**config.mk**
```make
export PLATFORM = sky130hd
export DESIGN_NAME = vga_sync_decoder_flat
export DESIGN_NICKNAME = d
export VERILOG_FILES = /design/src/rtl/vga_sync_decoder_if.sv /design/src/rtl/vga_sync_decoder.sv /design/src/flat_wrapper.sv
export SDC_FILE = /design/constraint.sdc
export NUM_CORES = 1
export LEC_CHECK = 0
export BUFFER_PORTS_ARGS = -buffer_cell sky130_fd_sc_hd__buf_4
export CORE_MARGIN = 5
export CORE_UTILIZATION = 26
export DETAILED_ROUTE_END_ITERATION = 7
export PLACE_DENSITY = 0.43
export SLEW_MARGIN = 25
export SYNTH_ARGS = -nofsm -noshare
export SYNTH_HDL_FRONTEND = slang
export SYNTH_SLANG_ARGS = --single-unit
```
**constraint.sdc**
```tcl
create_clock -name clk50 -period 2.6 [get_ports clk50]
set_clock_uncertainty 0.1 [all_clocks]
set_input_delay 0.65 -clock clk50 [delete_from_list [all_inputs] [get_ports clk50]]
set_output_delay 0.65 -clock clk50 [all_outputs]
set_load 0.02 [all_outputs]
```
**src/rtl/vga_sync_decoder_if.sv**
```systemverilog
// VGA sync/blank triple seen by the decoder together with the decoded
// coordinate, measurement and lock outputs it returns.
interface vga_sync_decoder_if;
  logic       VGA_HS;
  logic       VGA_VS;
  logic       VGA_BLANK_n;
  logic       active;
  logic [9:0] pix_x;
  logic [9:0] pix_y;
  logic [10:0] line_len;
  logic [9:0] frame_lines;
  logic       locked;
  logic       lock_lost;
  logic [7:0] err_count;

  modport master (
    output VGA_HS, VGA_VS, VGA_BLANK_n,
    input  active, pix_x, pix_y, line_len, frame_lines, locked, lock_lost, err_count
  );

  modport slave (
    input  VGA_HS, VGA_VS, VGA_BLANK_n,
    output active, pix_x, pix_y, line_len, frame_lines, locked, lock_lost, err_count
  );
endinterface

```
**src/rtl/vga_sync_decoder.sv**
```systemverilog
// Recovers pixel coordinates and line/frame timing from a VGA sync triple and
// tracks timing lock. Define VGA_SYNC_DECODER_ERRCNT_EN to build the bad-frame counter.
module vga_sync_decoder #(
  parameter logic [10:0] EXP_HTOTAL  = 11'd1600,
  parameter logic [9:0]  EXP_VTOTAL  = 10'd525,
  parameter int unsigned LOCK_FRAMES = 2
) (
  input logic               clk50,
  input logic               reset,
  vga_sync_decoder_if.slave vga
);

  localparam logic [2:0] LOCK_TGT = 3'(LOCK_FRAMES);

  typedef enum logic [1:0] {
    UNLOCKED = 2'd0,
    ACQUIRE  = 2'd1,
    LOCKED   = 2'd2
  } lock_state_e;

  logic        hs_d_q, vs_d_q;
  logic [10:0] hcnt_q, hcnt_d;
  logic [10:0] hpos_q, hpos_d;
  logic [9:0]  vpos_q, vpos_d;
  logic [9:0]  line_cnt_q, line_cnt_d;
  logic        hprimed_q, hprimed_d;
  logic        vprimed_q, vprimed_d;
  logic        frame_bad_q, frame_bad_d;
  logic [2:0]  good_cnt_q, good_cnt_d;
  lock_state_e state_q, state_d;

  logic        active_q;
  logic [9:0]  pix_x_q, pix_x_d;
  logic [9:0]  pix_y_q;
  logic [10:0] line_len_q, line_len_d;
  logic [9:0]  frame_lines_q, frame_lines_d;
  logic        locked_q;
  logic        lock_lost_q, lock_lost_d;

  logic        hs_fall_s, vs_fall_s, blank_fall_s, hs_lost_s;
  logic [11:0] hcnt_inc_s;
  logic [9:0]  line_cnt_upd_s;
  logic        frame_bad_upd_s;
  logic        frame_good_s, frame_bad_ev_s;

  // Edge detection, line/frame measurement and coordinate next-state
  always_comb begin
    hs_fall_s    = hs_d_q & ~vga.VGA_HS;
    vs_fall_s    = vs_d_q & ~vga.VGA_VS;
    blank_fall_s = active_q & ~vga.VGA_BLANK_n;
    hcnt_inc_s   = {1'b0, hcnt_q} + 12'd1;
    hs_lost_s    = (hcnt_q == 11'd2047);

    // The line update is applied before the frame evaluation so a coincident
    // HS/VS fall judges the frame with the final line already counted.
    if (hs_fall_s) begin
      hcnt_d          = 11'd0;
      line_len_d      = hcnt_inc_s[11] ? 11'd2047 : hcnt_inc_s[10:0];
      line_cnt_upd_s  = (line_cnt_q == 10'd1023) ? line_cnt_q : line_cnt_q + 10'd1;
      frame_bad_upd_s = frame_bad_q | (hprimed_q & (hcnt_inc_s != {1'b0, EXP_HTOTAL}));
      hprimed_d       = 1'b1;
    end else begin
      hcnt_d          = hs_lost_s ? hcnt_q : hcnt_q + 11'd1;
      line_len_d      = line_len_q;
      line_cnt_upd_s  = line_cnt_q;
      frame_bad_upd_s = frame_bad_q;
      hprimed_d       = hprimed_q;
    end

    frame_good_s   = vs_fall_s & vprimed_q & ~frame_bad_upd_s & (line_cnt_upd_s == EXP_VTOTAL);
    frame_bad_ev_s = vs_fall_s & ~frame_good_s;

    if (vs_fall_s) begin
      frame_lines_d = line_cnt_upd_s;
      line_cnt_d    = 10'd0;
      frame_bad_d   = 1'b0;
      vprimed_d     = hprimed_d;
      vpos_d        = 10'd0;
    end else begin
      frame_lines_d = frame_lines_q;
      line_cnt_d    = line_cnt_upd_s;
      frame_bad_d   = frame_bad_upd_s;
      vprimed_d     = vprimed_q;
      vpos_d        = (blank_fall_s && (vpos_q != 10'd1023)) ? vpos_q + 10'd1 : vpos_q;
    end

    if (vga.VGA_BLANK_n) begin
      hpos_d  = (hpos_q == 11'd2047) ? hpos_q : hpos_q + 11'd1;
      pix_x_d = hpos_q[10:1];
    end else begin
      hpos_d  = 11'd0;
      pix_x_d = 10'd0;
    end
  end

  // Sync history, counters and registered measurement/coordinate outputs
  always_ff @(posedge clk50) begin
    if (reset) begin
      hs_d_q        <= 1'b1;
      vs_d_q        <= 1'b1;
      hcnt_q        <= 11'd0;
      hpos_q        <= 11'd0;
      vpos_q        <= 10'd0;
      line_cnt_q    <= 10'd0;
      hprimed_q     <= 1'b0;
      vprimed_q     <= 1'b0;
      frame_bad_q   <= 1'b0;
      active_q      <= 1'b0;
      pix_x_q       <= 10'd0;
      pix_y_q       <= 10'd0;
      line_len_q    <= 11'd0;
      frame_lines_q <= 10'd0;
    end else begin
      hs_d_q        <= vga.VGA_HS;
      vs_d_q        <= vga.VGA_VS;
      hcnt_q        <= hcnt_d;
      hpos_q        <= hpos_d;
      vpos_q        <= vpos_d;
      line_cnt_q    <= line_cnt_d;
      hprimed_q     <= hprimed_d;
      vprimed_q     <= vprimed_d;
      frame_bad_q   <= frame_bad_d;
      active_q      <= vga.VGA_BLANK_n;
      pix_x_q       <= pix_x_d;
      pix_y_q       <= vpos_q;
      line_len_q    <= line_len_d;
      frame_lines_q <= frame_lines_d;
    end
  end

  // Lock FSM next-state: count good frames, drop lock on a bad frame or lost HS
  always_comb begin
    state_d     = state_q;
    good_cnt_d  = good_cnt_q;
    lock_lost_d = 1'b0;
    case (state_q)
      UNLOCKED: begin
        if (frame_good_s) begin
          good_cnt_d = 3'd1;
          state_d    = (LOCK_TGT == 3'd1) ? LOCKED : ACQUIRE;
        end else begin
          state_d = UNLOCKED;
        end
      end
      ACQUIRE: begin
        if (frame_good_s) begin
          good_cnt_d = good_cnt_q + 3'd1;
          state_d    = ((good_cnt_q + 3'd1) == LOCK_TGT) ? LOCKED : ACQUIRE;
        end else if (frame_bad_ev_s) begin
          good_cnt_d = 3'd0;
          state_d    = UNLOCKED;
        end else begin
          state_d = ACQUIRE;
        end
      end
      LOCKED: begin
        if (frame_bad_ev_s || hs_lost_s) begin
          good_cnt_d  = 3'd0;
          state_d     = UNLOCKED;
          lock_lost_d = 1'b1;
        end else begin
          state_d = LOCKED;
        end
      end
      default: begin
        good_cnt_d = 3'd0;
        state_d    = UNLOCKED;
      end
    endcase
  end

  // Lock FSM state register with registered lock indications
  always_ff @(posedge clk50) begin
    if (reset) begin
      state_q     <= UNLOCKED;
      good_cnt_q  <= 3'd0;
      locked_q    <= 1'b0;
      lock_lost_q <= 1'b0;
    end else begin
      state_q     <= state_d;
      good_cnt_q  <= good_cnt_d;
      locked_q    <= (state_d == LOCKED);
      lock_lost_q <= lock_lost_d;
    end
  end

`ifdef VGA_SYNC_DECODER_ERRCNT_EN
  logic [7:0] err_cnt_q, err_cnt_d;

  // Bad frames only count once a full frame could have been observed
  always_comb begin
    if (frame_bad_ev_s && vprimed_q && (err_cnt_q != 8'd255)) begin
      err_cnt_d = err_cnt_q + 8'd1;
    end else begin
      err_cnt_d = err_cnt_q;
    end
  end

  // Saturating bad-frame counter register
  always_ff @(posedge clk50) begin
    if (reset) begin
      err_cnt_q <= 8'd0;
    end else begin
      err_cnt_q <= err_cnt_d;
    end
  end

  assign vga.err_count = err_cnt_q;
`else
  assign vga.err_count = 8'd0;
`endif

  assign vga.active      = active_q;
  assign vga.pix_x       = pix_x_q;
  assign vga.pix_y       = pix_y_q;
  assign vga.line_len    = line_len_q;
  assign vga.frame_lines = frame_lines_q;
  assign vga.locked      = locked_q;
  assign vga.lock_lost   = lock_lost_q;

endmodule

```
**src/flat_wrapper.sv**
```systemverilog
// flat-port wrapper written by rule: the top's interface ports become plain ports
module vga_sync_decoder_flat 
#(
  parameter logic [10:0] EXP_HTOTAL  = 11'd1600,
  parameter logic [9:0]  EXP_VTOTAL  = 10'd525,
  parameter int unsigned LOCK_FRAMES = 2
)
  (clk50, reset, vga_VGA_HS, vga_VGA_VS, vga_VGA_BLANK_n, vga_active, vga_pix_x, vga_pix_y, vga_line_len, vga_frame_lines, vga_locked, vga_lock_lost, vga_err_count);
  vga_sync_decoder_if vga_i ();
  input logic clk50;
  input logic reset;
  input wire logic [$bits(vga_i.VGA_HS)-1:0] vga_VGA_HS;
  input wire logic [$bits(vga_i.VGA_VS)-1:0] vga_VGA_VS;
  input wire logic [$bits(vga_i.VGA_BLANK_n)-1:0] vga_VGA_BLANK_n;
  output wire logic [$bits(vga_i.active)-1:0] vga_active;
  output wire logic [$bits(vga_i.pix_x)-1:0] vga_pix_x;
  output wire logic [$bits(vga_i.pix_y)-1:0] vga_pix_y;
  output wire logic [$bits(vga_i.line_len)-1:0] vga_line_len;
  output wire logic [$bits(vga_i.frame_lines)-1:0] vga_frame_lines;
  output wire logic [$bits(vga_i.locked)-1:0] vga_locked;
  output wire logic [$bits(vga_i.lock_lost)-1:0] vga_lock_lost;
  output wire logic [$bits(vga_i.err_count)-1:0] vga_err_count;
  assign vga_i.VGA_HS = vga_VGA_HS;
  assign vga_i.VGA_VS = vga_VGA_VS;
  assign vga_i.VGA_BLANK_n = vga_VGA_BLANK_n;
  assign vga_active = vga_i.active;
  assign vga_pix_x = vga_i.pix_x;
  assign vga_pix_y = vga_i.pix_y;
  assign vga_line_len = vga_i.line_len;
  assign vga_frame_lines = vga_i.frame_lines;
  assign vga_locked = vga_i.locked;
  assign vga_lock_lost = vga_i.lock_lost;
  assign vga_err_count = vga_i.err_count;
  vga_sync_decoder #(.EXP_HTOTAL(EXP_HTOTAL), .EXP_VTOTAL(EXP_VTOTAL), .LOCK_FRAMES(LOCK_FRAMES)) u_core (.clk50(clk50), .reset(reset), .vga(vga_i));
endmodule
```
# After elaboration in Yosys (flattened, before gate mapping)
# Cells that the tools add are included.
# classes
n_addsub	6
mul	0
div	0
n_lt_le_gt_ge	0
n_eq_ne	13
n_shift	0
muxes	17
n_bitwise	15
reduce_logical	8
# ops
op	n
$add A11 B1 Y11 const B	2
$eq A11 B11 Y1 const B	2
$add A10 B1 Y10 const B	2
$eq A10 B10 Y1 const B	2
$mux W10	2
$add A11 B1 Y12 const B	1
$mux W3	4
$ne A12 B11 Y1 const B	1
$mux W11	1
$ne A10 B10 Y1 const B	1
$pmux W3 S3	1
$and A1 B1 Y1	8
$reduce_or A2 Y1	4
$mux W2	3
$not A1 Y1	6
$pmux W2 S3	1
$mux W1	5
$eq A2 B2 Y1 const B	2
$ne A2 B1 Y1 const B	2
$add A3 B1 Y3 const B	1
$eq A3 B2 Y1 const B	1
$ne A3 B1 Y1 const B	1
$reduce_and A3 Y1	1
$eq A2 B1 Y1 const B	1
4 further kinds	4
# totals
register_bits	96
latchBits	0
ramBits	0
mem_bits_ro	0
wordCells	77
memories	0

# Longest topological paths before layout
# Gate-level depths: netlist of run 1.
# logic_depth
ltp_word	14
mapped_depth	10

# Worst setup path before layout of run 1
# No wires, ideal clock.
# synth_timing
kind	reg2reg
start	register u_core.hcnt_q[0]
end	register u_core.good_cnt_q[0]
setup_time_ns	0.060
t_arrival_ns	2.272
path_slack_ns	0.168
path_stages_with_launch	11
cell_sequence	dfxtp_1 ha_1 clkbuf_1 nand2_1 nor3_2 xnor2_1 a41oi_1 or3_1 buf_6 a21boi_4 o221a_1
# synth_via
elab_chain_len	13
# synth_rtl
item	line	rtl
from (decl)	vga_sync_decoder.sv:22	logic [10:0] hcnt_q, hcnt_d;
from (signal assigned)	vga_sync_decoder.sv:116	hcnt_q <= hcnt_d;
$add A11 B1 Y12	vga_sync_decoder.sv:51	hcnt_inc_s = {1'b0, hcnt_q} + 12'd1;
$ne A12 B11 Y1	vga_sync_decoder.sv:60	frame_bad_upd_s = frame_bad_q | (hprimed_q & (hcnt_inc_s != {1'b0, EXP_HTOTAL}));
$and A1 B1 Y1	vga_sync_decoder.sv:60	
$or A1 B1 Y1	vga_sync_decoder.sv:60	
$mux W1	vga_sync_decoder.sv:56	if (hs_fall_s) begin
$not A1 Y1	vga_sync_decoder.sv:70	frame_good_s = vs_fall_s & vprimed_q & ~frame_bad_upd_s & (line_cnt_upd_s == EXP_VTOTAL);
$and A1 B1 Y1 (2 in series)	vga_sync_decoder.sv:70	
$not A1 Y1	vga_sync_decoder.sv:71	frame_bad_ev_s = vs_fall_s & ~frame_good_s;
$and A1 B1 Y1	vga_sync_decoder.sv:71	
$logic_or A1 B1 Y1	vga_sync_decoder.sv:157	if (frame_bad_ev_s || hs_lost_s) begin
$ne A2 B1 Y1 (no line)	-	
$reduce_and A3 Y1 (no line)	-	
to (signal assigned)	vga_sync_decoder.sv:181	good_cnt_q <= good_cnt_d;
to (decl)	vga_sync_decoder.sv:29	logic [2:0] good_cnt_q, good_cnt_d;
# Parallel ways exist; a longest one is shown, timed or not.
# A chain may end at the register's enable or synchronous reset.

# Worst setup path in the final report of run 1
# layout_timing
start	register u_core.line_cnt_q[0]
end	register u_core.good_cnt_q[0]
# layout_via
elab_chain_len	10
# layout_rtl
item	line	rtl
from (decl)	vga_sync_decoder.sv:25	logic [9:0] line_cnt_q, line_cnt_d;
from (signal assigned)	vga_sync_decoder.sv:119	line_cnt_q <= line_cnt_d;
$add A10 B1 Y10 / $eq A10 B10 Y1 (equally long branches)	vga_sync_decoder.sv:59	line_cnt_upd_s = (line_cnt_q == 10'd1023) ? line_cnt_q : line_cnt_q + 10'd1;
$mux W10	vga_sync_decoder.sv:59	
$mux W10 *	vga_sync_decoder.sv:56	
$eq A10 B10 Y1 *	vga_sync_decoder.sv:70	
$and A1 B1 Y1 *	vga_sync_decoder.sv:70	
$not A1 Y1	vga_sync_decoder.sv:71	
$and A1 B1 Y1	vga_sync_decoder.sv:71	
$logic_or A1 B1 Y1	vga_sync_decoder.sv:157	
$ne A2 B1 Y1 (no line)	-	
$reduce_and A3 Y1 (no line)	-	
# Mark *: on every way between the ends. The rest lies on a longest branch, timed or not.

==> results.sh, run 1 <==
export IMPL_status="completed"
export IMPL_post_route_period_util_pct=94.2
export IMPL_nFillCells=1585
export IMPL_die_area_mm2=0.0182
export IMPL_crit_path_max_fanout=6
export IMPL_num_antenna_cells=0
export IMPL_final_util_pct=34.3
export IMPL_rr_worst_depth=8
export IMPL_drt_wl_total_um=9750
export IMPL_crit_path_end_kind="flop"
export IMPL_p_leak_uw=0.00212
export IMPL_track_usage_pct=11.1
export IMPL_ir_worst_vdd_v=0.000288
export IMPL_postCtsSetupRepairBufs=0
export IMPL_area_growth_pct=29.2
export IMPL_hold_class="reg -> reg"
export IMPL_arrival_ns=2.63
export IMPL_ys_top_cells_by_area="dfxtp_1 47%, nor2_1 5.4%, a21oi_1 4.7%"
export IMPL_cpPeakStageDelay_ns=0.44
export IMPL_drv_slew=0
export IMPL_cts_htree_levels=3
export IMPL_grt_pass1_vias=3323
export IMPL_first_pass_iters=4
export IMPL_dpl_hpwl_um=7010
export IMPL_crit_chain="ha_2 > and4_1 > a311o_1 > a22oi_1 > nand4_1 > or3_4 > a21boi_4 > o221a_1"
export IMPL_yosysSeqAreaShare_pct=47.5
export IMPL_layout_min_cycle_time_ns=2.45
export IMPL_power_uw=3170
export IMPL_numClockSinks=96
export IMPL_hold_buffers=0
export IMPL_cts_tree="done"
export IMPL_ys_types=64
export IMPL_overflow=0
export IMPL_cts_root_buf="clkbuf_16"
export IMPL_die_h_um=135
export IMPL_whs_ns=0.361
export IMPL_r2r_setup_slack_ns=0.15
export IMPL_wire_per_inst_um=13.1
export IMPL_layout_drive_gt1_share_pct=23.6
export IMPL_antenna_found_initial=0
export IMPL_reg2reg_to="u_core.good_cnt_q[0]$_SDFFE_PP0P_"
export IMPL_start_util_pct=26.5
export IMPL_grt_pass1_wl_um=16200
export IMPL_synth_main_ff_cell="dfxtp_1"
export IMPL_fp_row_count=45
export IMPL_crit_end="u_core.good_cnt_q[0]$_SDFFE_PP0P_"
export IMPL_cts_reportedPaths_clkPinSlew_ns=0.07
export IMPL_place_area_mm2=0.00483
export IMPL_yosysTopAreaCell="dfxtp_1"
export IMPL_die_width_um=135
export IMPL_worstReg2RegStart="u_core.line_cnt_q[0]$_SDFF_PP0_"
export IMPL_numPlacedInstances=729
export IMPL_clock_path_buffers=2
export IMPL_crit_start="u_core.line_cnt_q[0]$_SDFF_PP0_"
export IMPL_clk_latency_ns=0.34
export IMPL_place_gp_congestion=0.827
export IMPL_io_pins=57
export IMPL_yosys_warnings=0
export IMPL_via_per_inst=4.54
export IMPL_drc_errors=0
export IMPL_clock_fmax_mhz=408
export IMPL_drtAntennaViolNets=0
export IMPL_syn_inst=454
export IMPL_setup_violations=0
export IMPL_num_vias=3384
export IMPL_core_area_mm2=0.0153
export IMPL_async_flop_share_pct=0
export IMPL_maxCapViolCount=0
export IMPL_synth_commonest_cells="96 x dfxtp_1, 58 x nor2_1, 38 x a21oi_1, 30 x nand2_1, 21 x nand3_1"
export IMPL_cts_made_buffers=9
export IMPL_port_buffers=48
export IMPL_drt_iter0_drc=170
export IMPL_final_cells=745
export IMPL_power_density_mw_per_mm2=606
export IMPL_ys_seq_elements=96
export IMPL_required_ns=2.78
export IMPL_nets=540
export IMPL_synth_top_area_share_pct=47.5
export IMPL_synth_area_mm2=0.00405
export IMPL_start_kind="flop"
export IMPL_crit_slowest_cell="or3_4"
export IMPL_critical_path_class="reg -> reg"
export IMPL_synth_most_common_cell="dfxtp_1"
export IMPL_rsz0062_at_grt="no"
export IMPL_synth_edf_count=0
export IMPL_hold_viol_final=0
export IMPL_grt_max_degree=32
export IMPL_postLayoutCellArea_mm2=0.00523
export IMPL_syn_area_per_cell_um2=8.92
## kinds of logic (layout without fill, tap and decap cells)
| logic type | Yosys count | count (layout) | synth area share [%] |
|---|---|---|---|
| xor+xnor | 27 | 27 | 5.84 |
| other cells | 1 | 8 | 0.0926 |
| fa+ha+maj | 6 | 6 | 1.85 |
| flops | 96 | 96 | 47.5 |
| compound gates | 88 | 88 | 14.1 |
| buf+inv | 38 | 111 | 4.60 |
| mux | 4 | 4 | 0.989 |
| simple gates | 194 | 194 | 25.1 |
## worst min path at each step
| stage | slack (ns) | end | cells past startpoint | startpoint |
|---|---|---|---|---|
| after floorplan | 0.34 | u_core.good_cnt_q[2]$_SDFFE_PP0P_ | 1 | u_core.good_cnt_q[2]$_SDFFE_PP0P_ |
| after global placement | 0.35 | u_core.vga.frame_lines[8]$_SDFFE_PP0P_ | 2 | u_core.vga.frame_lines[8]$_SDFFE_PP0P_ |
| after detailed placement | 0.36 | u_core.vga.frame_lines[8]$_SDFFE_PP0P_ | 2 | u_core.vga.frame_lines[8]$_SDFFE_PP0P_ |
| after CTS | 0.37 | u_core.vga.frame_lines[8]$_SDFFE_PP0P_ | 2 | u_core.vga.frame_lines[8]$_SDFFE_PP0P_ |
| after global routing | 0.39 | u_core.vga.frame_lines[8]$_SDFFE_PP0P_ | 2 | u_core.vga.frame_lines[8]$_SDFFE_PP0P_ |
| final | 0.36 | u_core.vga.frame_lines[8]$_SDFFE_PP0P_ | 2 | u_core.vga.frame_lines[8]$_SDFFE_PP0P_ |
## power breakdown
part           leakage [uW]  switching (uW)  internal, uW
Combinational       0.00117             116          65.1
Sequential         0.000778            16.9          1500
Clock              0.000163             552           923
## metal layers
| metal | track usage (%) | routed length [um] | up-vias |
|---|---|---|---|
| met3 | 2.16 | 310 | 10 |
| li1 | - | - | 1726 |
| met4 | 5.03 | 151 | 0 |
| met2 | 18.2 | 4710 | 44 |
| met1 | 14.0 | 4580 | 1604 |
| met5 | 0 | 0 | - |
## layout make-up
class / count / area (um2) / area share, %
Clock buffer: 14 / 274 / 5.24
Clock inverter: 2 / 60.1 / 1.15
Inverter: 9 / 33.8 / 0.646
Multi-Input combinational cell: 327 / 2030 / 38.8
Sequential cell: 96 / 1920 / 36.8
Tap cell: 211 / 264 / 5.05
Timing Repair Buffer: 86 / 646 / 12.3
## critical path: cells and delay by family (launching register included)
kind,cells,cell delay (ns)
AO/OA/AOI/OAI,4,0.90
adder cells (fa/ha/maj),1,0.21
flip-flops,1,0.32
AND/OR/NAND/NOR,3,0.85
## placed cells by master, fill, tap and decap left out, types with 11 or more instances in the layout
master and n:
nor2b_1 11, nor3_1 13, nand2_1 29, o21ai_0 18, nor2_1 58, a21oi_1 38, xnor2_1 11, nand3_1 20
xor2_1 16, and3_1 15, buf_4 86, dfxtp_1 95
## timing repair
action | 4_1_cts | 5_1_grt
resized for setup | 1 | 12
setup endpoints to repair | 2 | 7
pin swaps | 0 | 4
## per-stage QoR
stage / worst slack [ns] / TNS, ns
finish: 0.151 / 0
global route: 0.0186 / 0
CTS: 0.00384 / 0
detailed placement: -0.145 / -0.704
global placement: -0.123 / -0.625
floorplan: 0.168 / 0
## registers in the layout, summed over array words and instances, names as in the netlist
register and flops:
u_core.frame_bad_q 1, u_core.good_cnt_q 3, u_core.hcnt_q 11, u_core.hpos_q 11
u_core.hprimed_q 1, u_core.hs_d_q 1, u_core.line_cnt_q 10, u_core.state_q 2
u_core.vga.active 1, u_core.vga.frame_lines 10, u_core.vga.line_len 11, u_core.vga.lock_lost 1
u_core.vga.locked 1, u_core.vga.pix_x 10, u_core.vga.pix_y 10, u_core.vpos_q 10
u_core.vprimed_q 1, u_core.vs_d_q 1
(Power assumes the default switching activity.)
==> run 2: changes to the inputs <==
--- a/config.mk
+++ b/config.mk
@@ -5,6 +5,7 @@
 export SDC_FILE = /design/constraint.sdc
 export NUM_CORES = 1
 export LEC_CHECK = 0
+export ABC_AREA = 1
 export BUFFER_PORTS_ARGS = -buffer_cell sky130_fd_sc_hd__buf_4
 export CORE_MARGIN = 5
 export CORE_UTILIZATION = 26
==> results.sh, run 2 <==
export IMPL_power_frac_comb_pct=6.0
export IMPL_crit_path_end_kind="flop"
export IMPL_dpl_hpwl_um=6800
export IMPL_clock_fmax_mhz=431
export IMPL_layout_min_cycle_time_ns=2.32
export IMPL_ir_worst_vdd_v=0.000312
export IMPL_drt_wl_total_um=9240
export IMPL_numClockSinks=96
export IMPL_p_int_uw=2220
export IMPL_clk_latency_ns=0.35
export IMPL_synth_commonest_cells="100 x nand2_1, 96 x dfxtp_1, 83 x inv_1, 70 x nor2_1, 40 x o21ai_0"
export IMPL_worstMarginPinSlew_ns=0.501
export IMPL_status="completed"
export IMPL_cts_root_buf="clkbuf_16"
export IMPL_mostFrequentLayoutCells="100 x nand2_1, 96 x dfxtp_1, 83 x inv_1"
export IMPL_cts_resized=0
export IMPL_pwr_share_clk_pct=41.5
export IMPL_final_util_pct=32.4
export IMPL_p_switching_uw=668
export IMPL_grt_pass1_vias=3295
export IMPL_cts_reportedPaths_clkPinSlew_ns=0.06
export IMPL_layout_drive_gt1_share_pct=16.1
export IMPL_nets=612
export IMPL_switching_share_pct=23.1
export IMPL_overflow=0
export IMPL_yosysTopAreaCell="dfxtp_1"
export IMPL_cts_made_buffers=9
export IMPL_antenna_found_initial=0
export IMPL_maxCapViolCount=0
export IMPL_dp_slack_ns=0.181
export IMPL_worst_slack_ns=0.277
export IMPL_synth_main_ff_cell="dfxtp_1"
export IMPL_critical_path_class="reg -> reg"
export IMPL_start_kind="flop"
export IMPL_cp_buffers_inverters=1
export IMPL_drc_errors=0
export IMPL_numPlacedInstances=801
export IMPL_grt_max_degree=21
export IMPL_syn_inst=544
export IMPL_synth_edf_count=0
export IMPL_num_vias=3454
export IMPL_hold_class="reg -> reg"
export IMPL_clock_path_buffers=2
export IMPL_layout_commonest_cell="nand2_1"
export IMPL_fp_row_count=45
export IMPL_syn_area_per_cell_um2=7.48
export IMPL_crit_path_max_fanout=8
export IMPL_setup_violations=0
export IMPL_num_antenna_cells=0
export IMPL_slew_headroom_pct=66.6
export IMPL_critPathMostFrequentCell="nand2_1"
export IMPL_drv_slew=0
export IMPL_cts_tree="done"
export IMPL_required_ns=2.74
export IMPL_rsz0062_at_grt="no"
export IMPL_area_growth_pct=21.5
export IMPL_final_cells=815
export IMPL_core_area_mm2=0.0153
export IMPL_synth_top_area_share_pct=47.3
export IMPL_post_route_period_util_pct=89.3
export IMPL_arrival_ns=2.47
export IMPL_power_uw=2890
export IMPL_ys_top_cells_by_area="dfxtp_1 47%, nand2_1 9.2%, inv_1 7.7%"
export IMPL_drt_iter0_drc=167
export IMPL_cp_top_family="simple AND/OR/NAND/NOR gates"
export IMPL_wire_per_inst_um=11.3
export IMPL_grt_pass1_wl_um=15400
export IMPL_die_width_um=135
export IMPL_tns_ns=0
export IMPL_synth_area_mm2=0.00407
export IMPL_crit_chain="ha_1 > nand3_2 > nor2_4 > nand2_4 > nand3_1 > nand2_1 > nand2_1 > nand2_1 > inv_1 > nand2_1 > nor2_4 > nand2_4 > nand2_4 > nand3_4 > nand2_4 > nand2_1 > nand2_1 > nor2_1"
export IMPL_drtAntennaViolNets=0
export IMPL_synth_most_common_cell="nand2_1"
export IMPL_hold_viol_final=0
export IMPL_start_util_pct=26.7
export IMPL_p_leak_uw=0.00209
export IMPL_io_pins=57
export IMPL_cpPeakStageDelay_ns=0.40
export IMPL_cts_htree_levels=3
export IMPL_hold_buffers=0
export IMPL_via_per_inst=4.24
export IMPL_yosys_warnings=0
export IMPL_pwr_share_seq_pct=52.5
export IMPL_die_h_um=135
export IMPL_port_buffers=48
export IMPL_place_gp_congestion=0.834
export IMPL_async_flop_share_pct=0
export IMPL_yosysSeqAreaShare_pct=47.3
export IMPL_ys_seq_elements=96
export IMPL_crit_slowest_cell="dfxtp_1"
export IMPL_ys_types=31
export IMPL_power_density_mw_per_mm2=584
export IMPL_track_usage_pct=10.5
export IMPL_first_pass_iters=4
export IMPL_die_area_mm2=0.0182
export IMPL_postCtsSetupRepairBufs=0
-- run 2: logic make-up (layout without fill, tap and decap cells) --
group	count (synthesis)	after routing	synth area share, %
flops	96	96	47.3
fa+ha+maj	6	6	1.85
simple gates	242	242	27.3
xor+xnor	9	9	1.94
compound gates	85	85	11.1
buf+inv	105	158	10.5
other cells	1	8	0.0922
-- run 2: final timing paths --
path | start | end | slack (ns) | cells after the start
worst max-delay path | u_core.line_cnt_q[0]$_SDFF_PP0_ | u_core.good_cnt_q[0]$_SDFFE_PP0P_ | 0.28 | 18
worst min-delay path | u_core.vpos_q[4]$_SDFFE_PP0P_ | u_core.vga.pix_y[4]$_SDFF_PP0_ | 0.34 | 2
worst max register to register | u_core.line_cnt_q[0]$_SDFF_PP0_ | u_core.good_cnt_q[0]$_SDFFE_PP0P_ | 0.28 | 18
worst min register to register | u_core.vpos_q[4]$_SDFFE_PP0P_ | u_core.vga.pix_y[4]$_SDFF_PP0_ | 0.34 | 2
-- run 2: per-layer routing --
metal / up-vias / wire [um] / global-route usage [%] / share of wire, %
met5: - / 0 / 0 / 0
met4: 0 / 121 / 3.42 / 1.3
met3: 12 / 492 / 4.25 / 5.3
met2: 61 / 4300 / 17.1 / 47
met1: 1572 / 4320 / 12.6 / 47
li1: 1809 / - / - / -
-- run 2: layout make-up --
type,instances,area (um2)
clock buffers,13,250
clock inverters,1,5.00
well taps,211,264
flip-flops and latches,96,1920
repair buffers,57,428
fillers,1639,10300
inverters,87,327
multi-input cells,350,1750
-- run 2: power by group through the flow --
stage	logic (uW)	clock network (uW)	registers, uW
2_1_floorplan	102	0	1560
3_3_place_gp	178	0	1550
3_5_place_dp	178	0	1550
4_1_cts	179	1250	1510
5_1_grt	196	1300	1520
6_report	174	1200	1510
-- run 2: tightest hold or removal path, cell delays in order (launching register included) --
cell     delay [ns]
dfxtp_1        0.31
inv_1          0.06
nor2_1         0.04
-- run 2: per-stage QoR --
stage / hold slack, ns / area [um2]
6_report: 0.344 / 4940
5_1_grt: 0.373 / 4940
4_1_cts: 0.352 / 4940
3_5_place_dp: 0.341 / 4690
3_3_place_gp: 0.340 / 4690
2_1_floorplan: 0.324 / 4090
